$ cat config.mk
export PLATFORM = sky130hd
export DESIGN_NAME = rate_controller
export DESIGN_NICKNAME = d
export VERILOG_FILES = /design/src/rtl/rate_ctrl_pkg.sv /design/src/rtl/rate_downcounter.sv /design/src/rtl/rate_controller.sv
export SDC_FILE = /design/constraint.sdc
export NUM_CORES = 1
export LEC_CHECK = 0
export BUFFER_PORTS_ARGS = -buffer_cell sky130_fd_sc_hd__buf_2
export CAP_MARGIN = 0
export CORE_ASPECT_RATIO = 1.1
export CORE_MARGIN = 2
export CORE_UTILIZATION = 45
export DETAILED_ROUTE_END_ITERATION = 16
export PLACE_DENSITY = 0.74
export SETUP_SLACK_MARGIN = 0.15
export SLEW_MARGIN = 20
export SYNTH_ARGS = -nofsm -noshare
export SYNTH_HDL_FRONTEND = slang
export SYNTH_SLANG_ARGS = --single-unit
export TNS_END_PERCENT = 5
$ cat constraint.sdc
create_clock -name clock -period 5.56 [get_ports clock]
set_input_delay 0.834 -clock clock [delete_from_list [all_inputs] [get_ports clock]]
set_output_delay 0.834 -clock clock [all_outputs]
set_load 0.1 [all_outputs]
$ cat src/rtl/rate_ctrl_pkg.sv
// Shared encodings for the rate controller: FSM state type and rate-select codes.
// Latency: n/a (declarations only).
// Backpressure: n/a (declarations only).
package rate_ctrl_pkg;

  typedef enum logic [1:0] {
    ST_IDLE = 2'b00,
    ST_LOAD = 2'b01,
    ST_RUN  = 2'b10,
    ST_STEP = 2'b11
  } state_t;

  // Rate select codes: 00 ticks every cycle, the others pick a divider reload.
  localparam logic [1:0] SEL_EVERY = 2'b00;
  localparam logic [1:0] SEL_DIV1  = 2'b01;
  localparam logic [1:0] SEL_DIV2  = 2'b10;
  localparam logic [1:0] SEL_DIV3  = 2'b11;

endpackage

$ cat src/rtl/rate_downcounter.sv
// Loadable CNT_W-bit down-counter with a zero flag; saturates at 0.
// Latency: load/decrement visible one cycle after the request; zero is combinational from the count.
// Backpressure: none; load has priority over decrement.
// Ports: clock, reset_n (async active-low), load + load_val, dec, zero.
module rate_downcounter #(
  parameter int unsigned CNT_W = 28
) (
  input  logic             clock,
  input  logic             reset_n,
  input  logic             load,
  input  logic [CNT_W-1:0] load_val,
  input  logic             dec,
  output logic             zero
);

  logic [CNT_W-1:0] count;

  always_ff @(posedge clock or negedge reset_n) begin
    if (!reset_n) begin
      count <= '0;
    end else if (load) begin
      count <= load_val;
    end else if (dec && (count != '0)) begin
      // Never wrap below zero; the controller reloads at zero instead.
      count <= count - CNT_W'(1);
    end
  end

  assign zero = (count == '0);

endmodule

$ cat src/rtl/rate_controller.sv
// Rate controller: generates a divided tick enable and a clear pulse for a display counter.
// Latency: tick/clr_out are registered, appearing the cycle after the deciding cycle; LOAD costs one cycle.
// Backpressure: none; commands are level-sampled every cycle with priority clear > stop > start > step.
// Ports: clock, reset_n (async active-low); start/stop/step/clear/select commands;
//        tick, clr_out pulses; running, state, active_sel status.
// Build option: define RATE_CTRL_STEP_EN to enable the single-step (STEP state) feature.
module rate_controller
  import rate_ctrl_pkg::*;
#(
  parameter int unsigned CNT_W = 28,
  parameter int unsigned DIV_1 = 4999999,
  parameter int unsigned DIV_2 = 99999999,
  parameter int unsigned DIV_3 = 199999999
) (
  input  logic       clock,
  input  logic       reset_n,
  input  logic       start,
  input  logic       stop,
  input  logic       step,
  input  logic       clear,
  input  logic [1:0] select,
  output logic       tick,
  output logic       clr_out,
  output logic       running,
  output logic [1:0] state,
  output logic [1:0] active_sel
);

  state_t           state_q, state_d;
  logic [1:0]       sel_q, sel_d;
  logic             tick_d, clr_d;
  logic             cnt_load, cnt_dec, cnt_zero;
  logic [CNT_W-1:0] cnt_load_val;
  logic             step_req;

  function automatic logic [CNT_W-1:0] div_of(input logic [1:0] s);
    case (s)
      SEL_DIV1: div_of = CNT_W'(DIV_1);
      SEL_DIV2: div_of = CNT_W'(DIV_2);
      SEL_DIV3: div_of = CNT_W'(DIV_3);
      default:  div_of = '0;
    endcase
  endfunction

`ifdef RATE_CTRL_STEP_EN
  assign step_req = step;
`else
  // Without the step feature the input is ignored and STEP is never entered.
  logic unused_step;
  assign step_req    = 1'b0;
  assign unused_step = step;
`endif

  rate_downcounter #(.CNT_W(CNT_W)) u_cnt (
    .clock    (clock),
    .reset_n  (reset_n),
    .load     (cnt_load),
    .load_val (cnt_load_val),
    .dec      (cnt_dec),
    .zero     (cnt_zero)
  );

  always_comb begin
    state_d      = state_q;
    sel_d        = sel_q;
    tick_d       = 1'b0;
    cnt_load     = 1'b0;
    cnt_dec      = 1'b0;
    cnt_load_val = div_of(sel_q);

    case (state_q)
      ST_IDLE: begin
        if (!clear && !stop) begin
          if (start)         state_d = ST_LOAD;
          else if (step_req) state_d = ST_STEP;
        end
      end
      ST_LOAD: begin
        if (stop) begin
          state_d = ST_IDLE;
        end else if (!clear) begin
          sel_d        = select;
          cnt_load     = 1'b1;
          cnt_load_val = div_of(select);
          state_d      = ST_RUN;
        end
      end
      ST_RUN: begin
        // stop holds the counter; clear (handled below) restarts the period.
        if (stop) begin
          state_d = ST_IDLE;
        end else if (!clear) begin
          if (cnt_zero) begin
            // Period boundary: the only point where a new select takes effect.
            tick_d       = 1'b1;
            sel_d        = select;
            cnt_load     = 1'b1;
            cnt_load_val = div_of(select);
          end else begin
            cnt_dec = 1'b1;
          end
        end
      end
      ST_STEP: begin
        state_d = ST_IDLE;
        tick_d  = !clear;
      end
      default: state_d = ST_IDLE;
    endcase

    // clear restarts the divider from the rate currently in use, in any state.
    if (clear) begin
      cnt_load     = 1'b1;
      cnt_load_val = div_of(sel_q);
    end
  end

  // A held clear yields isolated pulses rather than a continuous level.
  assign clr_d = clear && !clr_out;

  always_ff @(posedge clock or negedge reset_n) begin
    if (!reset_n) begin
      state_q <= ST_IDLE;
      sel_q   <= SEL_EVERY;
      tick    <= 1'b0;
      clr_out <= 1'b0;
    end else begin
      state_q <= state_d;
      sel_q   <= sel_d;
      tick    <= tick_d;
      clr_out <= clr_d;
    end
  end

  assign running    = (state_q == ST_RUN);
  assign state      = state_q;
  assign active_sel = sel_q;

endmodule

==> results.ini, run 1 <==
[run_status]
status = finished, final reports clean

[hold_path]
hold_path.class = register to register
worstHoldPathCells = 1

[critical_path]
rr_endpoint = u_cnt.count[26]
ff2ff_setup_slack_ps = 1980
path_max_fanout = 26
crit_type = register to register
arrival_ps = 3730
rr_startpoint = state[0]
slowest_delay_ps = 820
required_ps = 5710
crit_path_end_kind = register
crit_chain = inv_1, ha_1, or4b_2, nor4_1, a21oi_2, o21bai_2, nor2_1, a21oi_1, o21ai_0
start_kind = register
crit_end = u_cnt.count[26]
critPathSlowestCell = o21bai_2
crit_start = state[0]
rr_worst_depth = 9

[power]
ir_drop_v = 0.000322
p_leak_nw = 1.10
p_per_area_nw_per_um2 = 510

[placement]
routabilityCongestion = 0.837
portBuffers = 13
placed_cells = 339
hpwlAfterDp_um = 3890

[timing]
slew_headroom_pct = 31.1
timing.setup.tns_ps = 0
hold_viol_final = 0
holdWs_ps = 429
clock_skew_ps = 6.42
fmax_mhz = 279
period_minus_slack_ps = 3580
rsz0062_at_grt = false
worst_pin_slew_ps = 1030
timing.final.crit_share_pct = 64.4
setup_viol = 0
slew_violations = 0

[yosys]
netlist_area_um2 = 2370
yosys_most_used_dff = dfrtp_1
synth_edf_count = 0
synth_cell_types = 48
ys_ff_latch = 34
syn_inst = 277
syn_nets = 304
seq_area_frac_synth_pct = 35.8
avgSynthCellArea_um2 = 8.57
synthArstFlopShare_pct = 100
ys.warnings.count = 0

[clock_network]
cts_tree = done
cts_resized = 0
cts_setup_buffers = 0
cts_buffers = 5
htreeDepth = 2
cts.path.max_buffers = 2
cts-root-buf = clkbuf_8
clk_pin_slew_worst_paths_ps = 70
clkLatencyLatePin_ps = 300
clock_sink_count = 34
holdBufCountCts = 0

[route]
vias = 2119
postRouteAntennaNets = 0
firstDrtPassIters = 4
drt-total-wl_um = 5430
wl_per_cell_um = 15.6
first_iter_violations = 154
via_per_inst = 6.11
drc = 0

[cells_and_area]
antennaDiodeCount = 0
drive_gt1_share_pct = 12.5
fin_cells = 347
synthToLayoutAreaGrowth_pct = 8.59
nets = 315

[grt]
gr-total-overflow = 0
track_usage_pct = 20.5
grt_pass1_wl_um = 9300
grt_max_degree = 35
antenna_found_initial = 0
grt_pass1_vias = 1940

[floorplanning]
core_area_um2 = 5030
die_w_um = 73.2
dieArea_um2 = 5870
io_pins = 15
initial_utilization_pct = 47.2
dieHeight_um = 80.2
rows = 27

[flow_run]
max-cap-violations = 0

power by group:
| group | internal, mW | total, mW | switching (mW) |
|---|---|---|---|
| Sequential | 0.345 | 0.450 | 0.105 |
| Combinational | 0.212 | 0.645 | 0.434 |
| Clock | 0.125 | 0.218 | 0.0934 |
kinds of logic after synthesis:
kind of cell               after synthesis  synth area share [%]
and+or+nand+nor                        102                  23.5
AOI/OAI and AO/OA                       96                  25.5
DFF                                     34                  35.8
adders and majority gates               19                  10.0
xor gates and xnor gates                 3                  1.11
buffers and inverters                   23                  4.06
sequential cells by signal (all words and copies together), names as in the netlist:
| signal | cells |
|---|---|
| state | 2 |
| u_cnt.count | 28 |
| active_sel | 2 |
| clr_out | 1 |
| tick | 1 |
cells in the mapped netlist (all sizes together), types with 3 or more instances:
cell type / instances / share of area [%]
o22ai: 3 / 1.4
nor3: 12 / 3.0
nor2: 33 / 5.2
inv: 14 / 2.2
xnor2: 3 / 1.1
o311ai: 4 / 1.5
and3: 3 / 0.79
clkbuf: 3 / 0.47
buf: 6 / 1.4
o22a: 4 / 1.5
nand2b: 5 / 1.3
nand3: 10 / 2.3
or3: 7 / 2.1
nor2b: 3 / 0.79
dfrtp: 34 / 36
a31oi: 3 / 0.79
nor4: 6 / 2.2
ha: 19 / 10
nand2: 11 / 1.7
a22o: 6 / 2.2
a21oi: 29 / 6.6
o21ai: 35 / 7.4
or4: 5 / 1.7
per-layer routing:
metal  up-vias  share of wire, %  GRT usage, %
li1       1035                 -             -
met2        64                48          32.4
met1      1008                45          27.8
met3        12               4.8          4.14
met4         0               2.1          6.85
met5         -                 0             0
stage by stage:
step           area [um2]  util (%)  setup slack, ps  power [mW]
2_1_floorplan        2370         -             1560       0.962
3_3_place_gp         2470      49.0             2110        1.08
3_5_place_dp         2470      49.0             2080        1.10
4_1_cts              2580      51.2             2050        1.32
5_1_grt              2580      51.2             1700        1.42
6_report             2580      51.2             1980        1.31
worst min path at each step:
stage                    start         endpoint  slack, ps
5_1_grt                clr_out          clr_out        460
3_5_place_dp           clr_out          clr_out        410
2_1_floorplan  u_cnt.count[24]  u_cnt.count[24]        470
3_3_place_gp           clr_out          clr_out        410
4_1_cts                clr_out          clr_out        430
6_report               clr_out          clr_out        430
worst max-delay path, delay by kind of cell, from the launching register on:
family          cells  cell delay [ps]
buf+inv             1              130
simple gates        3             1270
fa+ha+maj           1              360
flops               1              410
compound gates      4             1270
area by class of cell:
type                       count  area, um2
fill                         471       2460
multi-input combinational    220       1430
sequential                    34        851
clock buffer                   8        110
tap                           58       72.6
timing repair buffer          13       65.1
inverter                      14       52.6
cells in the final DEF, fill, tap and decap left out, types with 2 or more instances in the layout:
cell,count
nand3_1,9
o311ai_0,4
o21ai_0,31
a22oi_1,2
inv_1,14
nor3_1,11
and3_1,3
nand2_1,11
xnor2_1,3
nor2b_1,3
or3_1,6
o22a_1,4
clkbuf_8,8
o22ai_1,2
buf_2,13
a31oi_1,3
o21ai_1,4
nor4_1,5
ha_1,19
a21oi_2,3
a21oi_1,26
nand2b_1,5
or4_1,4
or4b_2,2
o211ai_1,2
dfrtp_1,34
a22o_1,6
nor2_1,33
No activity file was read; power rests on OpenSTA's default activity.
==> run 2, diff against run 1 <==
- clock period: 5.56 -> 3.55 ns (I/O delays scaled with it)
==> results.ini, run 2 (synthesis gave the netlist of run 1 again) <==
[clock_network]
cts_resized = 0  ; unchanged
cts_buffers = 5  ; unchanged
clk_pin_slew_worst_paths_ps = 70  ; about the same
holdBufCountCts = 0  ; unchanged
cts.path.max_buffers = 2  ; unchanged
htreeDepth = 2  ; unchanged
clkLatencyLatePin_ps = 290  ; about the same
cts_setup_buffers = 0  ; unchanged
cts_tree = done
clock_sink_count = 34  ; unchanged
cts-root-buf = clkbuf_8

[timing]
setup_viol = 0  ; unchanged
hold_viol_final = 0  ; unchanged
timing.final.crit_share_pct = 85.3  ; +21 points
slew_violations = 0  ; unchanged
timing.setup.tns_ps = 0  ; unchanged
fmax_mhz = 330  ; +18%
clock_skew_ps = 6.58  ; +0.154 ps
rsz0062_at_grt = false
slew_headroom_pct = 48.4  ; +17 points
period_minus_slack_ps = 3030  ; -550 ps
worst_pin_slew_ps = 771  ; -262 ps

[power]
p_leak_nw = 1.09  ; -1.2%
p_per_area_nw_per_um2 = 780  ; +53%
ir_drop_v = 0.000671  ; +110%

[route]
wl_per_cell_um = 15.6  ; -0.45%
first_iter_violations = 172  ; +12%
highest_layer = met4
firstDrtPassIters = 4  ; unchanged
drc = 0  ; unchanged
wl_met1_um = 2510  ; +3.8%
drt-total-wl_um = 5420  ; -0.17%
via_per_inst = 5.96  ; -2.5%
postRouteAntennaNets = 0  ; unchanged
wl_met2_um = 2660  ; +1.1%
dr_wl_met3_um = 183  ; -30%
vias = 2073  ; -2.2%

[critical_path]
crit_type = register to register
start_kind = register
arrival_ps = 3190  ; -540 ps
critPathSlowestCell = or4b_2
slowest_delay_ps = 640  ; -180 ps
ff2ff_setup_slack_ps = 520  ; -1460 ps
crit_path_end_kind = register
path_max_fanout = 18  ; -31%
required_ps = 3710  ; -2000 ps
cp_top_family = simple AND/OR/NAND/NOR gates
crit_chain = inv_1, ha_1, or4b_2, nor4_4, nand3_2, a21oi_2, and2b_1, o21ai_0, o311ai_0
crit_buf_inv = 1  ; unchanged

[floorplanning]
dieHeight_um = 80.2  ; unchanged
dieArea_um2 = 5870  ; unchanged
io_pins = 15  ; unchanged
die_w_um = 73.2  ; unchanged
core_area_um2 = 5030  ; unchanged
initial_utilization_pct = 47.2  ; unchanged
rows = 27  ; unchanged

[placement]
postPlaceCellArea_um2 = 2500  ; +1.2%
routabilityCongestion = 0.855  ; +2.1%
portBuffers = 13  ; unchanged
placed_cells = 341  ; +0.59%
hpwlAfterDp_um = 3950  ; +1.5%

[cells_and_area]
layout_commonest_cell = nor2_1
fin_cells = 348  ; +0.29%
synthToLayoutAreaGrowth_pct = 8.43
antennaDiodeCount = 0  ; unchanged
largest_reg_flops = 28  ; unchanged
nets = 317  ; +0.63%
postLayoutCellArea_um2 = 2570  ; -0.15%
drive_gt1_share_pct = 13.1  ; +0.65 points
largest_register = u_cnt.count
fillers = 495  ; +5.1%
layout_common_cells = nor2_1 (33), dfrtp_1 (32), o21ai_0 (31)

[grt]
grt_max_degree = 35  ; unchanged
grt_pass1_wl_um = 9400  ; +1.1%
gr-total-overflow = 0  ; unchanged
track_usage_pct = 20.7  ; +0.18 points
grt_pass1_vias = 1992  ; +2.7%
antenna_found_initial = 0  ; unchanged

[flow_run]
max-cap-violations = 0  ; unchanged

[hold_path]
hold_path.class = input port to async pin

[run_status]
status = finished, final reports clean

-- run 2: cell count changes in the layout (fill, tap and decap cells not counted) --
cell	delta
ha_1	-1
clkbuf_8	-3
dfrtp_2	+2
clkbuf_1	+2
buf_4	+2
dfrtp_1	-2
ha_4	+1
-- run 2: per-stage QoR --
stage                     utilization (%)  setup WS, ps  total power, mW  hold WS (ps)
after CTS                            51.1           517             2.01           349
after detailed placement             49.6           535             1.74           420
after floorplan                         -           361             1.52           237
final                                51.1           520             2.01           317
after global placement               49.6           594             1.71           412
after global routing                 51.1           317             2.18           382
-- run 2: worst reg2reg max path: cells and delay by family (launching register included) --
family | cells | cell delay, ps
simple gates | 4 | 1650
flops | 1 | 400
fa+ha+maj | 1 | 170
buf+inv | 1 | 120
compound gates | 3 | 560
-- run 2: cell type report --
type | instances | area, um2 | area share [%]
tap | 58 | 72.6 | 2.82
clock buffer | 7 | 76.3 | 2.97
inverter | 14 | 52.6 | 2.04
multi-input combinational | 220 | 1440 | 55.9
timing repair buffer | 15 | 80.1 | 3.11
sequential | 34 | 853 | 33.2
-- run 2: per-layer routing --
layer	GRT usage [%]	vias to the layer above
met2	34.3	34
met5	0	-
met3	3.76	7
met4	6.11	0
met1	27.2	993
li1	-	1039
-- run 2: report_power, final --
group	internal, mW	switching [mW]
clock network	0.135	0.135
registers	0.542	0.170
logic	0.341	0.684
total	1.02	0.989
-- run 2: path summary, 6_finish.rpt --
check / start / to / depth (start not counted)
min in group clock: clr_out / clr_out / 1
max in group asynchronous: reset_n / state[1] / 1
min reg2reg: clr_out / clr_out / 1
max: u_cnt.count[0] / u_cnt.count[27] / 9
max reg2reg: u_cnt.count[0] / u_cnt.count[27] / 9
min: reset_n / u_cnt.count[6] / 1
==> run 3, diff against run 2 <==
- PLACE_DENSITY: 0.74 -> 0.68
==> results.ini, run 3 (synthesis gave the netlist of run 1 again) <==
[critical_path]
start_kind = register
crit_type = register to register
slowest_delay_ps = 590  ; -50 ps
required_ps = 3780  ; +70 ps
arrival_ps = 3260  ; +70 ps
critPathSlowestCell = or4b_2
rr_worst_depth = 9  ; unchanged
crit_chain = inv_1, ha_4, or4b_2, nor4_1, a21oi_2, or3_4, o22a_1, o21ai_0, a22o_1
path_max_fanout = 10  ; -8
crit_path_end_kind = register

[clock_network]
clk_pin_slew_worst_paths_ps = 70  ; about the same
cts_setup_buffers = 0  ; unchanged
cts_buffers = 5  ; unchanged
clock_sink_count = 34  ; unchanged
cts_tree = done
holdBufCountCts = 0  ; unchanged
cts.path.max_buffers = 2  ; unchanged
cts_resized = 0  ; unchanged
clkLatencyLatePin_ps = 300  ; about the same
htreeDepth = 2  ; unchanged
cts-root-buf = clkbuf_8

[floorplanning]
rows = 27  ; unchanged
core_area_um2 = 5030  ; unchanged
die_w_um = 73.2  ; unchanged
dieHeight_um = 80.2  ; unchanged
initial_utilization_pct = 47.2  ; unchanged
io_pins = 15  ; unchanged
dieArea_um2 = 5870  ; unchanged

[timing]
worst_pin_slew_ps = 785  ; +13.8 ps
setup_viol = 0  ; unchanged
holdWs_ps = 311  ; -5.59 ps
period_minus_slack_ps = 3020  ; -6.56 ps
fmax_mhz = 331  ; +0.22%
clock_skew_ps = 9.96  ; +3.39 ps
rsz0062_at_grt = false
hold_viol_final = 0  ; unchanged
timing.final.crit_share_pct = 85.2  ; -0.18 points
fin_ws_ps = 527  ; +6.56 ps
timing.setup.tns_ps = 0  ; unchanged
slew_violations = 0  ; unchanged
slew_headroom_pct = 47.5  ; -0.93 points

[route]
wl_met2_um = 2670  ; +0.45%
wl_per_cell_um = 16.5  ; +6.0%
drc = 0  ; unchanged
vias = 2098  ; +1.2%
firstDrtPassIters = 4  ; unchanged
wl_met1_um = 2700  ; +7.3%
via_per_inst = 6.05  ; +1.5%
postRouteAntennaNets = 0  ; unchanged
dr_wl_met3_um = 233  ; +27%
drt-total-wl_um = 5730  ; +5.7%
first_iter_violations = 125  ; -27%
highest_layer = met4

[cells_and_area]
layout_commonest_cell = nor2_1
largest_reg_flops = 28  ; unchanged
fin_cells = 347  ; -0.29%
layout_common_cells = nor2_1 (33), dfrtp_1 (32), o21ai_0 (31)
largest_register = u_cnt.count
antennaDiodeCount = 0  ; unchanged
nets = 317  ; unchanged
synthToLayoutAreaGrowth_pct = 8.70
fillers = 480  ; -3.0%
drive_gt1_share_pct = 13.5  ; +0.39 points

[placement]
dpl_worst_slack_ps = 536  ; +0.806 ps
routabilityCongestion = 0.846  ; -1.1%
portBuffers = 13  ; unchanged
hpwlAfterDp_um = 4150  ; +5.1%
placed_cells = 341  ; unchanged

[grt]
grt_pass1_vias = 2058  ; +3.3%
gr-total-overflow = 0  ; unchanged
grt_pass1_wl_um = 9940  ; +5.7%
track_usage_pct = 22.2  ; +1.5 points
antenna_found_initial = 0  ; unchanged
grt_max_degree = 35  ; unchanged

[flow_run]
max-cap-violations = 0  ; unchanged

[run_status]
status = finished, final reports clean

[power]
p_leak_nw = 1.09  ; +0.44%
p_per_area_nw_per_um2 = 789  ; +1.2%
ir_drop_v = 0.000410  ; -39%
power_mw = 2.04  ; +1.5%

[hold_path]
hold_path.class = input port to async pin

[run 3: changes by cell type in the layout (fill, tap and decap cells not counted), sizes merged]
| cell | before | now |
|---|---|---|
| clkbuf | 7 | 6 |
[run 3: final cells by class]
| cell class | count | area (um2) | area share (%) |
|---|---|---|---|
| Tap cell | 58 | 72.6 | 2.81 |
| Multi-Input combinational cell | 220 | 1440 | 55.8 |
| Clock buffer | 6 | 82.6 | 3.20 |
| Inverter | 14 | 52.6 | 2.04 |
| Sequential cell | 34 | 853 | 33.1 |
| Timing Repair Buffer | 15 | 80.1 | 3.10 |
[run 3: final timing paths]
kind | slack [ps] | end | startpoint
max in group asynchronous | 2700 | state[1] | reset_n
hold reg to reg | 420 | clr_out | clr_out
setup reg to reg | 530 | u_cnt.count[24] | state[0]
setup / recovery | 530 | u_cnt.count[24] | state[0]
min in group clock | 420 | clr_out | clr_out
hold / removal | 310 | u_cnt.count[5] | reset_n
[run 3: where the power goes]
group	internal, mW	switching [mW]
registers	0.542	0.168
logic	0.340	0.698
clock network	0.149	0.138
total	1.03	1.00
[run 3: metal layers]
layer	global-route usage, %	vias to the layer above
li1	-	1040
met1	28.6	1008
met2	35.7	40
met3	4.77	10
met4	9.07	0
met5	0	-
[run 3: critical path: cells and delay by family, from the launching register on]
kind	cells	cell delay [ps]
DFF	1	430
AOI/OAI and AO/OA	4	780
buffers and inverters	1	160
and+or+nand+nor	3	1390
adders and majority gates	1	220
[run 3: metrics by stage]
| stage | util [%] | area, um2 |
|---|---|---|
| 6_report | 51.3 | 2580 |
| 3_5_place_dp | 49.6 | 2500 |
| 2_1_floorplan | - | 2390 |
| 3_3_place_gp | 49.6 | 2500 |
| 4_1_cts | 51.3 | 2580 |
| 5_1_grt | 51.3 | 2580 |
